**src/rtl/game_input_conditioner_if.sv**
```systemverilog
// Pad-side bundle of game_input_conditioner: the four raw buttons in, and the paced
// move_clock plus the conditioned direction requests out.
interface game_input_conditioner_if;
  logic btn_left_raw;
  logic btn_right_raw;
  logic btn_up_raw;
  logic btn_down_raw;
  logic move_clock;
  logic left;
  logic right;
  logic up;
  logic down;

  modport master (
    output btn_left_raw, btn_right_raw, btn_up_raw, btn_down_raw,
    input  move_clock, left, right, up, down
  );

  modport slave (
    input  btn_left_raw, btn_right_raw, btn_up_raw, btn_down_raw,
    output move_clock, left, right, up, down
  );
endinterface

```
**src/rtl/game_input_conditioner.sv**
```systemverilog
// Button synchroniser/debouncer, move_clock generator and request latch for the player sprite.
// Optional MOVE_ACCEL_EN: halve the move_clock half period after ACCEL_TICKS rises of continuous hold.
module game_input_conditioner #(
  parameter int DEBOUNCE_CYCLES  = 500000,
  parameter int MOVE_HALF_PERIOD = 125000,
  parameter int CNT_W            = 20,
  parameter int ACCEL_TICKS      = 64
) (
  input logic                     clock,
  input logic                     reset_n,
  game_input_conditioner_if.slave pads
);

  // Bit order of every per-button vector: 0 left, 1 right, 2 up, 3 down.
  localparam int N_BTN = 4;

  logic [N_BTN-1:0] raw;
  logic [N_BTN-1:0] sync_meta;
  logic [N_BTN-1:0] sync_q;
  logic [N_BTN-1:0] stable_q;
  logic [CNT_W-1:0] db_cnt [N_BTN];
  logic [N_BTN-1:0] resolved;
  logic [N_BTN-1:0] req_q;
  logic [CNT_W-1:0] move_cnt;
  logic [CNT_W-1:0] half_limit;
  logic             move_clk_q;
  logic             wrap;

  assign raw = {pads.btn_down_raw, pads.btn_up_raw, pads.btn_right_raw, pads.btn_left_raw};

  // NOTE: state flops use non-blocking assignments so every flop samples pre-edge values.
  always_ff @(posedge clock or negedge reset_n) begin
    if (!reset_n) begin
      sync_meta <= '0;
      sync_q    <= '0;
    end else begin
      sync_meta <= raw;
      sync_q    <= sync_meta;
    end
  end

  // NOTE: the per-button counters are a handful of flops, not a RAM, so they take the async reset too.
  always_ff @(posedge clock or negedge reset_n) begin
    if (!reset_n) begin
      stable_q <= '0;
      for (int i = 0; i < N_BTN; i++) db_cnt[i] <= '0;
    end else begin
      for (int i = 0; i < N_BTN; i++) begin
        if (sync_q[i] == stable_q[i]) begin
          db_cnt[i] <= '0;
        end else if (db_cnt[i] == CNT_W'(DEBOUNCE_CYCLES - 1)) begin
          stable_q[i] <= sync_q[i];
          db_cnt[i]   <= '0;
        end else begin
          db_cnt[i] <= db_cnt[i] + CNT_W'(1);
        end
      end
    end
  end

  // Opposing presses cancel within their own axis only, so diagonals pass.
  // NOTE: every always_comb output gets a default first, so no latch can be inferred.
  always_comb begin
    resolved    = '0;
    resolved[0] = stable_q[0] & ~stable_q[1];
    resolved[1] = stable_q[1] & ~stable_q[0];
    resolved[2] = stable_q[2] & ~stable_q[3];
    resolved[3] = stable_q[3] & ~stable_q[2];
  end

  assign wrap = (move_cnt == half_limit);

  always_ff @(posedge clock or negedge reset_n) begin
    if (!reset_n) begin
      move_cnt   <= '0;
      move_clk_q <= 1'b0;
    end else if (wrap) begin
      move_cnt   <= '0;
      move_clk_q <= ~move_clk_q;
    end else begin
      move_cnt <= move_cnt + CNT_W'(1);
    end
  end

  // Requests change only as move_clock falls, keeping them flat around every rise.
  always_ff @(posedge clock or negedge reset_n) begin
    if (!reset_n) begin
      req_q <= '0;
    end else if (wrap && move_clk_q) begin
      req_q <= resolved;
    end
  end

`ifdef MOVE_ACCEL_EN
  localparam int HOLD_W = $clog2(ACCEL_TICKS + 1);

  logic [HOLD_W-1:0] hold_cnt;
  logic [HOLD_W-1:0] hold_next;
  logic [CNT_W-1:0]  limit_q;

  always_comb begin
    hold_next = hold_cnt;
    if (wrap) begin
      if (move_clk_q) begin
        if (resolved == '0) hold_next = '0;
      end else if ((req_q != '0) && (hold_cnt != HOLD_W'(ACCEL_TICKS))) begin
        hold_next = hold_cnt + HOLD_W'(1);
      end
    end
  end

  // The limit is only reloaded on a wrap, so a half period is never cut short.
  always_ff @(posedge clock or negedge reset_n) begin
    if (!reset_n) begin
      hold_cnt <= '0;
      limit_q  <= CNT_W'(MOVE_HALF_PERIOD - 1);
    end else begin
      hold_cnt <= hold_next;
      if (wrap) begin
        limit_q <= (hold_next == HOLD_W'(ACCEL_TICKS)) ? CNT_W'(MOVE_HALF_PERIOD / 2 - 1)
                                                       : CNT_W'(MOVE_HALF_PERIOD - 1);
      end
    end
  end

  assign half_limit = limit_q;
`else
  assign half_limit = CNT_W'(MOVE_HALF_PERIOD - 1);
`endif

  assign pads.move_clock = move_clk_q;
  assign pads.left       = req_q[0];
  assign pads.right      = req_q[1];
  assign pads.up         = req_q[2];
  assign pads.down       = req_q[3];

endmodule
```
**src/flat_wrapper.sv**
```systemverilog
// flat-port wrapper written by rule: the top's interface ports become plain ports
module game_input_conditioner_flat 
#(
  parameter int DEBOUNCE_CYCLES  = 500000,
  parameter int MOVE_HALF_PERIOD = 125000,
  parameter int CNT_W            = 20,
  parameter int ACCEL_TICKS      = 64
)
  (clock, reset_n, pads_btn_left_raw, pads_btn_right_raw, pads_btn_up_raw, pads_btn_down_raw, pads_move_clock, pads_left, pads_right, pads_up, pads_down);
  game_input_conditioner_if pads_i ();
  input logic clock;
  input logic reset_n;
  input wire logic [$bits(pads_i.btn_left_raw)-1:0] pads_btn_left_raw;
  input wire logic [$bits(pads_i.btn_right_raw)-1:0] pads_btn_right_raw;
  input wire logic [$bits(pads_i.btn_up_raw)-1:0] pads_btn_up_raw;
  input wire logic [$bits(pads_i.btn_down_raw)-1:0] pads_btn_down_raw;
  output wire logic [$bits(pads_i.move_clock)-1:0] pads_move_clock;
  output wire logic [$bits(pads_i.left)-1:0] pads_left;
  output wire logic [$bits(pads_i.right)-1:0] pads_right;
  output wire logic [$bits(pads_i.up)-1:0] pads_up;
  output wire logic [$bits(pads_i.down)-1:0] pads_down;
  assign pads_i.btn_left_raw = pads_btn_left_raw;
  assign pads_i.btn_right_raw = pads_btn_right_raw;
  assign pads_i.btn_up_raw = pads_btn_up_raw;
  assign pads_i.btn_down_raw = pads_btn_down_raw;
  assign pads_move_clock = pads_i.move_clock;
  assign pads_left = pads_i.left;
  assign pads_right = pads_i.right;
  assign pads_up = pads_i.up;
  assign pads_down = pads_i.down;
  game_input_conditioner #(.DEBOUNCE_CYCLES(DEBOUNCE_CYCLES), .MOVE_HALF_PERIOD(MOVE_HALF_PERIOD), .CNT_W(CNT_W), .ACCEL_TICKS(ACCEL_TICKS)) u_core (.clock(clock), .reset_n(reset_n), .pads(pads_i));
endmodule
```
**config.mk**
```make
export PLATFORM = sky130hd
export DESIGN_NAME = game_input_conditioner_flat
export DESIGN_NICKNAME = d
export VERILOG_FILES = /design/src/rtl/game_input_conditioner_if.sv /design/src/rtl/game_input_conditioner.sv /design/src/flat_wrapper.sv
export SDC_FILE = /design/constraint.sdc
export NUM_CORES = 1
export LEC_CHECK = 0
export BUFFER_PORTS_ARGS = -buffer_cell sky130_fd_sc_hd__buf_2
export CELL_PAD_IN_SITES_DETAIL_PLACEMENT = 1
export CELL_PAD_IN_SITES_GLOBAL_PLACEMENT = 2
export CORE_UTILIZATION = 44
export CTS_CLUSTER_SIZE = 14
export DETAILED_ROUTE_END_ITERATION = 6
export GPL_TIMING_DRIVEN = 1
export HOLD_SLACK_MARGIN = 0.06
export PLACE_DENSITY = 0.86
export SETUP_SLACK_MARGIN = 0.02
export SLEW_MARGIN = 0
export SYNTH_ARGS = -nofsm -noshare
export SYNTH_HDL_FRONTEND = slang
export SYNTH_SLANG_ARGS = --single-unit
```
**constraint.sdc**
```tcl
create_clock -name clock -period 5.7 [get_ports clock]
set_input_delay 0.57 -clock clock [delete_from_list [all_inputs] [get_ports clock]]
set_output_delay 0.57 -clock clock [all_outputs]
set_load 0.005 [all_outputs]
```
==> run_results.csv <==
group,metric,value,unit
sta,hold_violations,0,
worst_setup_path,r2r-end,"u_core.db_cnt[53]",
synthesis,synth_cell_types,35,
route,viasPerCell,5.53,
synthesis,synth.avg_cell_area,10.0,um^2
grt,grt_pass1_vias,4507,
synthesis,synthSimpleGateAreaFrac,0.252,
synthesis,synth_area,5510,um^2
pwr,power_frac_comb,0.023,
cells_and_area,fin_nets,579,
worst_setup_path,rr_worst_depth,5,
route,wire_per_inst,16.4,um
grt,antenna_found_initial,0,
synthesis,synthesis.instances,549,
synthesis,synth_seq_cells,117,
pwr,p_int,0.00157,W
clock_tree,cts_resized,0,
floorplan,rows,40,
clock_tree,cts_tree,"yes",
sta,fmaxAchievable,417,MHz
cells_and_area,antenna_cells,0,
floorplan,fp.dieH,114,um
worst_setup_path,end_kind,"register",
pwr,sw_frac_of_total,0.213,
sta,rsz0062_at_grt,"false",
sta,post-route-min-period,2.40,ns
synthesis,synth_seq_area_share,0.531,
clock_tree,cts_root_buf,"clkbuf_16",
worst_setup_path,r2r_start,"u_core.db_cnt[52]",
floorplan,dieArea,13000,um^2
pwr,p_leak,2.58,nW
worst_setup_path,critical_path.max_fanout,16,
place,place_hpwl,8.17,mm
status,status,"complete, no violations",
route,routed_wl,12.3,mm
pwr,peakVddDrop,203,uV
floorplan,die_w,114,um
route,dr.pass1.iters,4,
sta,drv_slew,0,
job,drv_cap,0,
sta,tightestPinTransition,0.766,ns
route,via_count,4139,
pwr,p_seq_frac,0.426,
synthesis,synthAdderAreaFrac,0.0114,
clock_tree,cts_made_buffers,17,
pwr,power_density,314,nW/um^2
synthesis,synth_compound_area_frac,0.0506,
sta,fin_crit_sh,0.421,
grt,grt_overflow,0,
clock_tree,clockBufferDepth,2,
synthesis,synth-xor-area-share,0.113,
pwr,clock_power_share,0.551,
grt,track_usage,0.217,
synthesis,syn_nets,560,
route,dr.first_iter.drc_count,227,
clock_tree,cts.clk_slew.worst_paths,0.05,ns
worst_setup_path,arrival,2.68,ns
pwr,switchingPower,0.000424,W
clock_tree,ctsHtreeMaxLevel,4,
route,route.detailed.drc,0,
worst_setup_path,rrSetupSlack,3.30,ns
clock_tree,cts.sinks,117,
synthesis,synth.area.mux_share,0.0164,
floorplan,fp.coreArea,12100,um^2
synthesis,ys.warnings.count,0,
worst_setup_path,criticalPathCategory,"reg -> reg",
place,place.port_buffers,10,
sta,slew_headroom,0.490,
sta,worst_clock_skew,0.00539,ns
sta,setup_viol,0,
worst_setup_path,worstPathRequired,5.99,ns
cells_and_area,drive_above_1_share,0.110,
route,drtAntennaViolNets,0,
worst_setup_path,worstSetupStartpointType,"register",
clock_tree,clock_latency,0.41,ns
floorplan,ios,11,
floorplan,start_util,0.455,
synthesis,synth_top_family_by_area,"simple AND/OR/NAND/NOR gates",
grt,grt_max_degree,62,
sta,finalSetupTns,0,ns
cells_and_area,syn_to_final_growth,15.5,%
min_path,hold_path_class,"in -> async",
clock_tree,cts_setup_buffers,0,
place,place.gp.congestion,0.806,
sta,holdWs,0.230,ns
grt,grt_pass1_wl,21.9,mm
clock_tree,cts_hold_buf,0,
## Yosys cell counts, drive strengths merged
master,count,area share
o31ai,6,0.0082
nor4,17,0.019
nand3,35,0.034
and3,5,0.0057
or4b,5,0.0091
nand2,28,0.019
or2,2,0.0023
or3,23,0.027
nor4bb,1,0.0018
o41ai,1,0.0016
inv,18,0.012
dfrtp,117,0.53
a21oi,24,0.022
or4,15,0.020
nor4b,1,0.0016
ha,5,0.011
and2,1,0.0011
nor3,12,0.011
xor2,24,0.038
xnor2,47,0.075
and4,6,0.0095
buf,8,0.0079
nand4,27,0.031
o21ai,21,0.019
nor2b,5,0.0057
mux2,8,0.016
nor2,80,0.055
clkbuf,7,0.0052
## logic make-up (layout without fill, tap and decap cells)
group / Yosys count / after routing
buffers and inverters: 33 / 65
XOR/XNOR: 71 / 71
flip-flops: 117 / 117
AND/OR/NAND/NOR: 263 / 263
multiplexers: 8 / 8
AO/OA/AOI/OAI: 52 / 52
adder cells (fa/ha/maj): 5 / 5
## sequential cells by signal, indices dropped and copies added, names as in the netlist
register and flops:
u_core.db_cnt 80, u_core.move_cnt 20, u_core.req_q 4, u_core.stable_q 4, u_core.sync_meta 4, u_core.sync_q 4
u_core.pads.move_clock 1
## cell type report
cell class	count	area, um^2
Inverter	18	67.6
Clock inverter	12	151
Timing Repair Buffer	15	90.1
Sequential cell	117	2930
Clock buffer	20	467
Fill cell	1367	5750
Tap cell	168	210
Multi-Input combinational cell	399	2450
## power by group through the flow
stage          Combinational, W  Clock, W  Sequential, W
4_1_cts               0.0000479   0.00112       0.000850
2_1_floorplan         0.0000220         0       0.000862
6_report              0.0000456   0.00110       0.000850
3_3_place_gp          0.0000452         0       0.000864
3_5_place_dp          0.0000474         0       0.000865
5_1_grt               0.0000537   0.00115       0.000852
## per-stage QoR
stage	instances	total power [W]	cell area, um^2	util	worst slack, ns
final	749	0.00200	6360	0.525	3.30
after global placement	717	0.000909	5740	0.474	3.45
after global routing	749	0.00206	6360	0.525	3.18
after detailed placement	717	0.000912	5740	0.474	3.35
after CTS	749	0.00202	6360	0.525	3.30
after floorplan	549	0.000884	5510	-	3.68
## worst max path at each step
stage | from | end | slack (ns) | cells past startpoint
2_1_floorplan | u_core.db_cnt[52] | u_core.stable_q[1] | 3.68 | 4
3_3_place_gp | u_core.db_cnt[52] | u_core.db_cnt[46] | 3.45 | 5
3_5_place_dp | u_core.db_cnt[52] | u_core.db_cnt[45] | 3.35 | 5
4_1_cts | u_core.db_cnt[52] | u_core.db_cnt[53] | 3.30 | 5
5_1_grt | u_core.db_cnt[52] | u_core.db_cnt[53] | 3.18 | 5
6_report | u_core.db_cnt[52] | u_core.db_cnt[53] | 3.30 | 5
## placed cells by master (no fill, tap or decap), types with 21 or more instances in the layout
cell type | netlist | final
a21oi_1 | 24 | 24
dfrtp_1 | 117 | 117
nand2_1 | 28 | 28
nand3_1 | 33 | 33
nand4_1 | 27 | 27
nor2_1 | 80 | 80
or3_1 | 21 | 21
xnor2_1 | 47 | 47
xor2_1 | 24 | 24
## worst max-delay path: stages, from the launching register on
cell and delay [ns]:
dfrtp_1 0.43, or4b_2 0.70, or4_1 0.45, o21ai_1 0.32, buf_4 0.29, a21oi_1 0.07
## per-layer routing
layer,share of wire,vias to the layer above,GRT usage
met3,0.030,14,0.0563
met1,0.45,2098,0.275
li1,-,1972,-
met2,0.50,55,0.362
met4,0.013,0,0.0736
met5,0,-,0
Note: power is estimated with default switching activity, not from simulation.
